<file path="config.mk">
export PLATFORM = sky130hd
export DESIGN_NAME = alu_stim_driver
export DESIGN_NICKNAME = d
export VERILOG_FILES = /design/src/rtl/alu_stim_pkg.sv /design/src/rtl/alu_lfsr64.sv /design/src/rtl/alu_stim_driver.sv
export SDC_FILE = /design/constraint.sdc
export NUM_CORES = 1
export LEC_CHECK = 0
export CORE_ASPECT_RATIO = 1.1
export CORE_MARGIN = 4
export CORE_UTILIZATION = 56
export CTS_CLUSTER_DIAMETER = 150
export DETAILED_ROUTE_END_ITERATION = 6
export PLACE_DENSITY = 0.78
export RECOVER_POWER = 100
export SLEW_MARGIN = 25
export SYNTH_ARGS = -nofsm -noshare
export SYNTH_HDL_FRONTEND = slang
export SYNTH_HIERARCHICAL = 1
export SYNTH_SLANG_ARGS = --single-unit
</file>
<file path="constraint.sdc">
create_clock -name clk -period 3.3 [get_ports clk]
set_input_delay 0.33 -clock clk [delete_from_list [all_inputs] [get_ports clk]]
set_output_delay 0.33 -clock clk [all_outputs]
set_load 0.1 [all_outputs]
</file>
<file path="src/rtl/alu_stim_pkg.sv">
// Shared constants for the ALU stimulus driver:
// opcodes, walk order, directed operands, LFSR step.
package alu_stim_pkg;

  localparam logic [4:0] ADD  = 5'b00000;
  localparam logic [4:0] SUB  = 5'b00001;
  localparam logic [4:0] SLL  = 5'b00010;
  localparam logic [4:0] BXOR = 5'b00011;
  localparam logic [4:0] SRL  = 5'b00100;
  localparam logic [4:0] SRA  = 5'b00101;
  localparam logic [4:0] BOR  = 5'b00110;
  localparam logic [4:0] BAND = 5'b00111;
  localparam logic [4:0] SLTU = 5'b01000;
  localparam logic [4:0] BNE  = 5'b01001;
  localparam logic [4:0] BEQ  = 5'b01010;
  localparam logic [4:0] LUI  = 5'b01011;
  localparam logic [4:0] MUL  = 5'b01100;
  localparam logic [4:0] BLT  = 5'b01101;
  localparam logic [4:0] BGE  = 5'b01110;
  localparam logic [4:0] BLTU = 5'b10000;
  localparam logic [4:0] BGEU = 5'b10001;
  localparam logic [4:0] DIV  = 5'b10010;
  localparam logic [4:0] REM  = 5'b10100;

  localparam int NUM_OPS = 19;

  localparam logic [4:0] OP_WALK [NUM_OPS] = '{
    ADD, SUB, SLL, BXOR, SRL, SRA, BOR, BAND,
    SLTU, BNE, BEQ, LUI, MUL, BLT, BGE,
    BLTU, BGEU, DIV, REM
  };

  localparam int NUM_DIRECTED = 4;

  localparam logic [63:0] DIR_A [NUM_DIRECTED] = '{
    64'd0,
    64'hFFFF_FFFF_FFFF_FFFF,
    64'h8000_0000_0000_0000,
    64'd5
  };

  localparam logic [63:0] DIR_B [NUM_DIRECTED] = '{
    64'd0,
    64'd1,
    64'hFFFF_FFFF_FFFF_FFFF,
    64'd3
  };

  localparam logic [63:0] LFSR_MASK = 64'hD800_0000_0000_0000;

  typedef enum logic [1:0] {
    S_IDLE,
    S_LOAD,
    S_DRIVE,
    S_FIN
  } state_t;

  function automatic logic [63:0] lfsr_step(
    input logic [63:0] s
  );
    return {1'b0, s[63:1]} ^ (s[0] ? LFSR_MASK : 64'd0);
  endfunction

  function automatic logic is_shift(
    input logic [4:0] op
  );
    return (op == SLL) || (op == SRL) || (op == SRA);
  endfunction

  function automatic logic is_divrem(
    input logic [4:0] op
  );
    return (op == DIV) || (op == REM);
  endfunction

endpackage

</file>
<file path="src/rtl/alu_lfsr64.sv">
// 64-bit right-shift Galois LFSR; one step advances
// the state by two so a random vector gets A and B.
module alu_lfsr64
  import alu_stim_pkg::*;
#(
  parameter logic [63:0] SEED = 64'hACE1_2468_BDF1_3579
) (
  input  logic        clk,
  input  logic        rst_n,
  input  logic        load,
  input  logic        step,
  output logic [63:0] next1,
  output logic [63:0] next2
);

  logic [63:0] state;

  assign next1 = lfsr_step(state);
  assign next2 = lfsr_step(next1);

  always_ff @(posedge clk or negedge rst_n) begin
    if (!rst_n) begin
      state <= SEED;
    end else if (load) begin
      state <= SEED;
    end else if (step) begin
      state <= next2;
    end
  end

endmodule

</file>
<file path="src/rtl/alu_stim_driver.sv">
// Opcode-walking stimulus source for the 64-bit ALU:
// directed corners then LFSR vectors, valid/ready out.
module alu_stim_driver
  import alu_stim_pkg::*;
#(
  parameter int          NUM_RAND = 4,
  parameter logic [63:0] SEED     = 64'hACE1_2468_BDF1_3579,
  parameter int          CNT_W    = 16
) (
  input  logic             clk,
  input  logic             rst_n,
  input  logic             start,
  input  logic             rdy,
  output logic             vld,
  output logic [4:0]       opcode,
  output logic [63:0]      A,
  output logic [63:0]      B,
  output logic             busy,
  output logic             done,
  output logic [CNT_W-1:0] vec_cnt
);

  localparam int PER   = NUM_DIRECTED + NUM_RAND;
  localparam int SUB_W = $clog2(PER);

  state_t           state;
  logic [4:0]       idx;
  logic [SUB_W-1:0] sub;

  logic        start_ok;
  logic        is_rand;
  logic        last_sub;
  logic        last_vec;
  logic        accept;
  logic [63:0] r1;
  logic [63:0] r2;
  logic [4:0]  nxt_op;
  logic [63:0] nxt_a;
  logic [63:0] raw_b;
  logic [63:0] nxt_b;

  assign start_ok = (state == S_IDLE) && start;
  assign is_rand  = sub >= SUB_W'(NUM_DIRECTED);
  assign last_sub = sub == SUB_W'(PER - 1);
  assign last_vec = last_sub && (idx == 5'(NUM_OPS - 1));
  assign accept   = (state == S_DRIVE) && vld && rdy;

  alu_lfsr64 #(
    .SEED (SEED)
  ) u_lfsr (
    .clk   (clk),
    .rst_n (rst_n),
    .load  (start_ok),
    .step  ((state == S_LOAD) && is_rand),
    .next1 (r1),
    .next2 (r2)
  );

  always_comb begin
    nxt_op = OP_WALK[idx];
    nxt_a  = is_rand ? r1 : DIR_A[sub[1:0]];
    raw_b  = is_rand ? r2 : DIR_B[sub[1:0]];
    nxt_b  = raw_b;
    unique case (1'b1)
      is_shift(nxt_op):
        nxt_b = {58'd0, raw_b[5:0]};
      is_divrem(nxt_op) && (raw_b == 64'd0):
        nxt_b = 64'd1;
      default: ;
    endcase
  end

  always_ff @(posedge clk or negedge rst_n) begin
    if (!rst_n) begin
      state   <= S_IDLE;
      vld     <= 1'b0;
      opcode  <= '0;
      A       <= '0;
      B       <= '0;
      busy    <= 1'b0;
      done    <= 1'b0;
      vec_cnt <= '0;
      idx     <= '0;
      sub     <= '0;
    end else begin
      unique case (state)
        S_IDLE: begin
          if (start_ok) begin
            busy    <= 1'b1;
            done    <= 1'b0;
            vec_cnt <= '0;
            idx     <= '0;
            sub     <= '0;
            state   <= S_LOAD;
          end
        end
        S_LOAD: begin
          opcode <= nxt_op;
          A      <= nxt_a;
          B      <= nxt_b;
          vld    <= 1'b1;
          state  <= S_DRIVE;
        end
        S_DRIVE: begin
          if (accept) begin
            vld <= 1'b0;
            if (vec_cnt != '1) begin
              vec_cnt <= vec_cnt + 1'b1;
            end
            if (last_sub) begin
              sub <= '0;
              idx <= idx + 5'd1;
            end else begin
              sub <= sub + 1'b1;
            end
            state <= last_vec ? S_FIN : S_LOAD;
          end
        end
        S_FIN: begin
          busy  <= 1'b0;
          done  <= 1'b1;
          state <= S_IDLE;
        end
        default: state <= S_IDLE;
      endcase
    end
  end

endmodule
</file>
# [After elaboration in Yosys (flattened, before gate mapping)]
# Memory sizes are Yosys's and may differ from the RTL's.
# Index checks and enable logic that the tools add are counted.
[op_classes] n_addsub=3 multipliers=0 div_mod_pow=0 n_lt_le_gt_ge=3 eq_ne=15 shifts=0 muxes=37 n_bitwise=4 n_reduce_logical=21
[ops] op="$mux W64" n=10
[ops] op="$bmux W64 S2" n=2
[ops] op="$pmux W64 S2" n=1
[ops] op="$xor A63 B64 Y64" n=2
[ops] op="$logic_not A64 Y1" n=1
[ops] op="$mux W16" n=3
[ops] op="$pmux W16 S2" n=1
[ops] op="$mux W5" n=5
[ops] op="$add A16 B1 Y16 const B" n=1
[ops] op="$ne A16 B16 Y1 const B" n=1
[ops] op="$eq A5 B5 Y1 const B" n=3
[ops] op="$eq A5 B3 Y1 const B" n=2
[ops] op="$pmux W5 S2" n=1
[ops] op="$mux W3" n=3
[ops] op="$pmux W2 S4" n=1
[ops] op="$reduce_and A4 Y1" n=2
[ops] op="$reduce_bool A2 Y1" n=4
[ops] op="$ge A3 B3 Y1 const B" n=2
[ops] op="$ge A6 B6 Y1 const B" n=1
[ops] op="$logic_and A1 B1 Y1" n=6
[ops] op="$mux W2" n=3
[ops] op="$ne A2 B2 Y1 const B" n=3
[ops] op="$not A5 Y6" n=1
[ops] op="$pmux W1 S2" n=3
[ops] op="14 further kinds" n=21
[word_totals] register_bits=226 latch_bits=0 ramBits=0 romBits=160 input_bits=4 output_inout_bits=152 wordCells=95 mem_count=1
[memory_table] memory="(no name shown)" depth=32 word_bits=5 read_ports=1 rd_ports_with_merged_regs=0 write_ports=0 line_no="alu_stim_driver.sv:60" text="nxt_op = OP_WALK[idx];"

# [Depth between registers and ports, before layout]
# Gate-level depths: netlist of run 1.
[logic_depth] word_depth=8 ltp_mapped=11 depth_no_buf=8

# [By module]
# Netlist of run 1, hierarchy kept.
[modules_own_cells] mod="alu_stim_driver" n_inst=1 cells_each=918 area_each_um2=7802.5 seq_area_each_um2=4053.9
[modules_own_cells] mod="alu_lfsr64" n_inst=1 cells_each=341 area_each_um2=3668.5 seq_area_each_um2=1642.8

# [Worst setup path before layout of run 1]
# No wires, ideal clock.
[synth_timing] kind="register to register" start="register vec_cnt[7]" end="register vec_cnt[6]" setup_time_ns=0.131 arrival_time_ns=2.243 t_required_ns=3.169 slack_ns=0.925 path_stages_with_launch=7 path_buffers=0 synth_period_minus_slack_ns=2.375 cell_sequence="dfrtp_1 > nand4_1 > nor4_2 > a211oi_1 > and4_1 > xnor2_1 > nor2_1"
[synth_between] elab_chain_cells=3
[synth_lines] item="start, declared" line_no="alu_stim_driver.sv:20" text="output logic [CNT_W-1:0] vec_cnt"
[synth_lines] item="start signal, assigned" line_no="alu_stim_driver.sv:108" text="vec_cnt <= vec_cnt + 1'b1;"
[synth_lines] item="$ne A16 B16 Y1" line_no="alu_stim_driver.sv:107" text="if (vec_cnt != '1) begin"
[synth_lines] item="$ne A2 B1 Y1 (no source line)"
[synth_lines] item="$reduce_and A4 Y1 (no source line)"
# Every way passes these cells.
# A chain may end at the register's enable or synchronous reset.

==> results of run 1 <==
## metal layers
layer,up-vias,global-route usage [%],part of all wire (%)
met2,261,38.0,49
li1,4027,-,-
met1,4019,31.5,43
met5,-,0,0
met4,0,6.13,2.4
met3,46,3.87,5.8
## flip-flops by register name (all words and copies together) (netlist names)
register and count:
A 64, B 64, busy 1, done 1, idx 5, opcode 5, state 2, sub 3
u_lfsr/state 64, vec_cnt 16, vld 1
## stage by stage
| stage | hold slack (ns) | instances |
|---|---|---|
| 3_5_place_dp | 0.408 | 1471 |
| 2_1_floorplan | 0.0344 | 1259 |
| 5_1_grt | 0.498 | 1514 |
| 4_1_cts | 0.465 | 1514 |
| 3_3_place_gp | 0.410 | 1471 |
| 6_report | 0.417 | 1514 |
## area by class of cell
class / count / area [um^2]
clock buffers: 39 / 718
clock inverters: 3 / 40.0
fillers: 1672 / 7180
inverters: 12 / 45.0
multi-input cells: 809 / 4290
flip-flops and latches: 226 / 5700
well taps: 252 / 315
repair buffers: 173 / 1710
## cells by family after synthesis
logic type,count (synthesis),share of synthesized area [%]
buffers and inverters,224,12.2
and+or+nand+nor,479,18.0
muxes,34,3.00
AOI/OAI and AO/OA,262,14.0
xor gates and xnor gates,22,1.82
DFF,226,49.7
adders and majority gates,12,1.31
## critical path: stages (launching register included)
cell and delay (ns):
dfrtp_1 0.55, nor2b_1 0.23, and2_2 0.93, clkbuf_4 0.75, nor2b_1 0.13, a211o_1 0.29
## how the worst min path moves through the flow
stage	from	endpoint	slack, ns	cells after the start
2_1_floorplan	rst_n	A[0]	0.03	0
3_3_place_gp	rst_n	B[53]	0.41	1
3_5_place_dp	rst_n	B[53]	0.41	1
4_1_cts	rst_n	B[53]	0.47	2
5_1_grt	rst_n	B[53]	0.50	2
6_report	rst_n	B[53]	0.42	2
## Yosys cell counts, drive strengths merged (2+ instances only)
cell and count:
nor4b 2, a21o 3, nor2b 37, clkbuf 59, inv 12, buf 153, nor2 61, mux2i 31
and3 4, a21boi 2, dfrtp 193, o31ai 2, and4 2, a211oi 3, a211o 33, nor4 16
a31oi 7, a21oi 69, xor2 14, xnor2 7, dfstp 33, nand4 10, o21ai 136, ha 12
nand2b 5, nand3 10, mux2 3, nand2 326, nor3 3, and2 2
==> key figures, run 1 <==
Final layout
  – ANT cells: 0
  – Most frequent cells in the layout: 326 x nand2_1, 192 x dfrtp_1, 152 x dlygate4sd3_1
  – Synthesis-to-finish area growth: 11.8%
  – Utilization after layout: between 60% and 70%
  – # nets final: about 1300
  – Design Area, Final: about 0.013 mm^2
  – Fraction of layout cells with a size suffix above 1: under 10%
  – Most common cell after layout, fill and taps aside: nand2_1

STA
  – RSZ-0062 raised after global routing: no
  – Final setup fails: 0
  – Slew Limit Fails: 119
  – Final Skew: 0.0110 ns
  – Worst slew pin tran: 1.62 ns
  – Final Hold Vio Count: 0
  – Setup TNS: 0 ns
  – Tmin final: approximately 3 ns
  – Peak Freq: roughly 0.34 GHz
  – Slew HR: -8.11%
  – Final Cycle Share: roughly nine tenths
  – Post-route setup slack: about 0.33 ns

GRT
  – First-pass GRT wire length: 42.5 mm
  – Vias in the first global route: ~8000
  – Total GRT Usage: between 20% and 30%
  – Antenna violations before repair: 0
  – Largest net degree at the start of global routing: approximately 100
  – Remaining global-route overflow: 0

Routing
  – ANT nets after route: 0
  – Via count: between 8000 and 9000
  – Iteration-0 DRC Markers: 525
  – # DRC: 0
  – Router iterations before antenna repair: 5
  – Via density: around 5.5
  – Final WL: roughly 26 mm
  – DR WL/cell: between 15 and 20 um

Yosys
  – EDFF count, synth: 0
  – Top-area cell type share of the netlist area: 42.1%
  – Synth warnings: 6
  – Synth Instances: 1259
  – Synth Cell Area: 0.0115 mm^2
  – Post-synth top flop: dfrtp_1
  – #FFs+latches synth: 226
  – Syn_area_per_cell: a little over 9 um^2
  – Top post-synthesis cells by area: dfrtp_1 42%, nand2_1 11%, buf_4 8.2%
  – Post-synthesis sequential area ratio: 49.7%
  – Mapped Nets: around 1300
  – Synth area leader: dfrtp_1
  – FFs w/ async S/R, synth: 100%
  – Yosys cell types: 49

Clocking
  – Post-cts resize count: 0
  – Num CTS Buffers: 24
  – Postcts setup bufs: 0
  – Clk Latency, worst-skew pair: ~0.52 ns
  – CTS tree: yes
  – Clock Pin Slew Worst Setup and Hold Paths: 0.06 ns
  – Clock Tree Root: clkbuf_16
  – H-Tree Depth: 1
  – Sink Count: 226
  – Cts hold-fix bufs: 1
  – Bufs on Longest Clock Path: 3

Outcome
  – Status: complete, but fails checks
  – Failing checks: max-capacitance violations, max-slew violations

Floorplan
  – Top Ports: ~160
  – Die span in y: about 160 um
  – # rows: 54
  – Total die area: 0.0228 mm^2
  – Core Region: 0.0200 mm^2
  – Die X: roughly 140 um
  – Starting density of the core: between 50 and 60%

Critical path
  – Worst-path fanout max: 53
  – Critical path startpoint category: flop
  – CP Capture Type: flop
  – Crit Path Class: reg2reg
  – Flop2flop setup slack: ~0.33 ns
  – Critical path endpoint: u_lfsr/state[23]
  – Critical path origin: state[0]
  – Worst reg2reg startpoint: state[0]
  – CP Data Arrival Time: around 3.4 ns
  – Reg2reg end: u_lfsr/state[23]
  – WP data required: around 3.7 ns
  – R2R depth: 5

Place
  – PortBufs: 155
  – Place WS: between 0.5 and 0.6 ns
  – Final GP Congestion: just over 0.8
  – DP Area: between 0.01 and 0.015 mm^2
  – Post-DP HPWL: 16.9 mm

Min path
  – Tightest Hold Check Type: in2async

Flow run
  – Max_cap viols: 2
Power of run 1 is not shown: default switching activity piles up to over one toggle a cycle in this logic, so the estimate is an artifact.
==> run 2: changes to the inputs <==
--- a/config.mk
+++ b/config.mk
@@ -10,8 +10,10 @@
 export CORE_UTILIZATION = 56
 export CTS_CLUSTER_DIAMETER = 150
 export DETAILED_ROUTE_END_ITERATION = 6
+export HOLD_SLACK_MARGIN = 0.06
 export PLACE_DENSITY = 0.78
 export RECOVER_POWER = 100
+export REMOVE_ABC_BUFFERS = 1
 export SLEW_MARGIN = 25
 export SYNTH_ARGS = -nofsm -noshare
 export SYNTH_HDL_FRONTEND = slang
==> key figures, run 2 (same netlist as run 1, synthesis figures left out) <==
Clocking
  – Sink Count: about 230
  – Post-cts resize count: 0
  – Clk Latency, worst-skew pair: slightly above 0.5 ns
  – Clock Tree Root: clkbuf_16
  – Clock Pin Slew Worst Setup and Hold Paths: approximately 0.06 ns
  – Bufs on Longest Clock Path: 3
  – H-Tree Depth: 1
  – CTS tree: yes
  – Num CTS Buffers: 24

Routing
  – ANT nets after route: 0
  – Via density: ~5.5
  – Router iterations before antenna repair: 5
  – Iteration-0 DRC Markers: approximately 570
  – DR WL/cell: roughly 17 um
  – Final WL: between 20 and 30 mm
  – Via count: between 8000 and 9000
  – # DRC: 0

Final layout
  – Synthesis-to-finish area growth: 12.6%
  – ANT cells: 0
  – Most common cell after layout, fill and taps aside: nand2_1
  – # nets final: around 1300
  – Utilization after layout: between 60 and 70%
  – Fraction of layout cells with a size suffix above 1: about 8.1%
  – Most frequent cells in the layout: 326 x nand2_1, 192 x dfrtp_1, 152 x dlygate4sd3_1
  – Largest registers: A: 64 flops, B: 64 flops, u_lfsr/state: 64 flops

Floorplan
  – # rows: 54
  – Starting density of the core: between 50 and 60%
  – Die span in y: between 150 and 200 um
  – Total die area: about 0.023 mm^2
  – Top Ports: between 150 and 200
  – Core Region: about 0.02 mm^2
  – Die X: between 100 and 150 um

GRT
  – M3 GR Usage: about 5.0%
  – Met2 global-route usage: 37.5%
  – Antenna violations before repair: 0
  – GR peak layer: met2
  – Remaining global-route overflow: 0
  – Vias in the first global route: around 8200
  – GR Util met1: roughly 30%
  – Largest net degree at the start of global routing: 92
  – Total GRT Usage: 22.4%
  – First-pass GRT wire length: between 40 and 50 mm

STA
  – Final Skew: 0.0143 ns
  – Slew Limit Fails: about 140
  – RSZ-0062 raised after global routing: no
  – Peak Freq: 0.369 GHz
  – Tmin final: about 2.7 ns
  – Final setup fails: 0
  – Worst slew pin tran: approximately 1.7 ns
  – Final Hold Vio Count: 0
  – Final Cycle Share: 82.1%
  – Slew HR: -15.7%

Flow run
  – Max_cap viols: 3

Place
  – Post-DP HPWL: around 17 mm
  – PortBufs: 155
  – Final GP Congestion: just over 0.8

Critical path
  – Worst path slowest cell: nand2b_2
  – Flop2flop setup slack: about 0.59 ns
  – Crit Path Class: reg2reg
  – CP Capture Type: flop
  – Reg2reg end: A[39]
  – Cells along the critical path: nand2b_2 > clkbuf_4 > o21ai_0
  – Critical path startpoint category: flop
  – Crit path largest cell delay: around 0.97 ns
  – Worst reg2reg startpoint: state[1]
  – WP data required: roughly 3.7 ns
  – R2R depth: 3
  – CP Data Arrival Time: just over 3 ns
  – Worst-path fanout max: 76

Outcome
  – Failing checks: max-capacitance violations, max-slew violations
  – Status: complete, but fails checks

Min path
  – Tightest Hold Check Type: in2async
run 2: changes by cell type in the layout (fill, tap and decap cells not counted), sizes merged:
cell          before  now
clkinv             2    0
bufinv             1    2
clkbuf            48   50
dlymetal6s4s       1    0
buf                9   11
run 2: stage by stage:
| stage | hold slack, ns | worst slack, ns | TNS [ns] | std cells | instance area (um^2) |
|---|---|---|---|---|---|
| floorplan | 0.0344 | -2.36 | -320.35 | 1047 | 10100 |
| global placement | 0.391 | 0.823 | 0 | 1471 | 12200 |
| detailed placement | 0.396 | 0.739 | 0 | 1471 | 12200 |
| CTS | 0.463 | 0.719 | 0 | 1516 | 13000 |
| global route | 0.493 | 0.306 | 0 | 1516 | 12900 |
| finish | 0.420 | 0.590 | 0 | 1516 | 12900 |
run 2: what timing repair did:
action | 4_1_cts | 5_1_grt
endpoints found under the hold margin | 84 | 0
setup buffers | 0 | 0
hold buffers | 1 | 0
run 2: layout make-up:
class / count / area [um^2]
Clock buffer: 42 / 749
Tap cell: 252 / 315
Multi-Input combinational cell: 809 / 4310
Sequential cell: 226 / 5700
Clock inverter: 2 / 60.1
Fill cell: 1624 / 7090
Timing Repair Buffer: 173 / 1730
Inverter: 12 / 45.0
run 2: per-layer routing:
layer | vias up | part of all wire, %
li1 | 4032 | -
met1 | 4075 | 44
met2 | 211 | 48
met3 | 29 | 6.5
met4 | 0 | 1.4
met5 | - | 0
run 2: worst max path at each step:
stage                          startpoint               end  slack [ns]  cells past startpoint
after CTS                 u_lfsr/state[1]             B[24]        0.72                      8
after global placement    u_lfsr/state[1]             B[44]        0.82                      8
after global routing                rst_n              B[9]        0.31                      3
final                            state[1]             A[39]        0.59                      3
after detailed placement  u_lfsr/state[1]             B[24]        0.74                      8
after floorplan                  state[0]  u_lfsr/state[11]       -2.36                      4
run 2: worst max-delay path, delay by kind of cell, from the launching register on:
| kind | cells | cell delay, ns |
|---|---|---|
| AND/OR/NAND/NOR | 1 | 0.97 |
| buffers and inverters | 1 | 0.80 |
| flip-flops | 1 | 0.51 |
| AO/OA/AOI/OAI | 1 | 0.22 |
Power of run 2 is left out for the same reason.
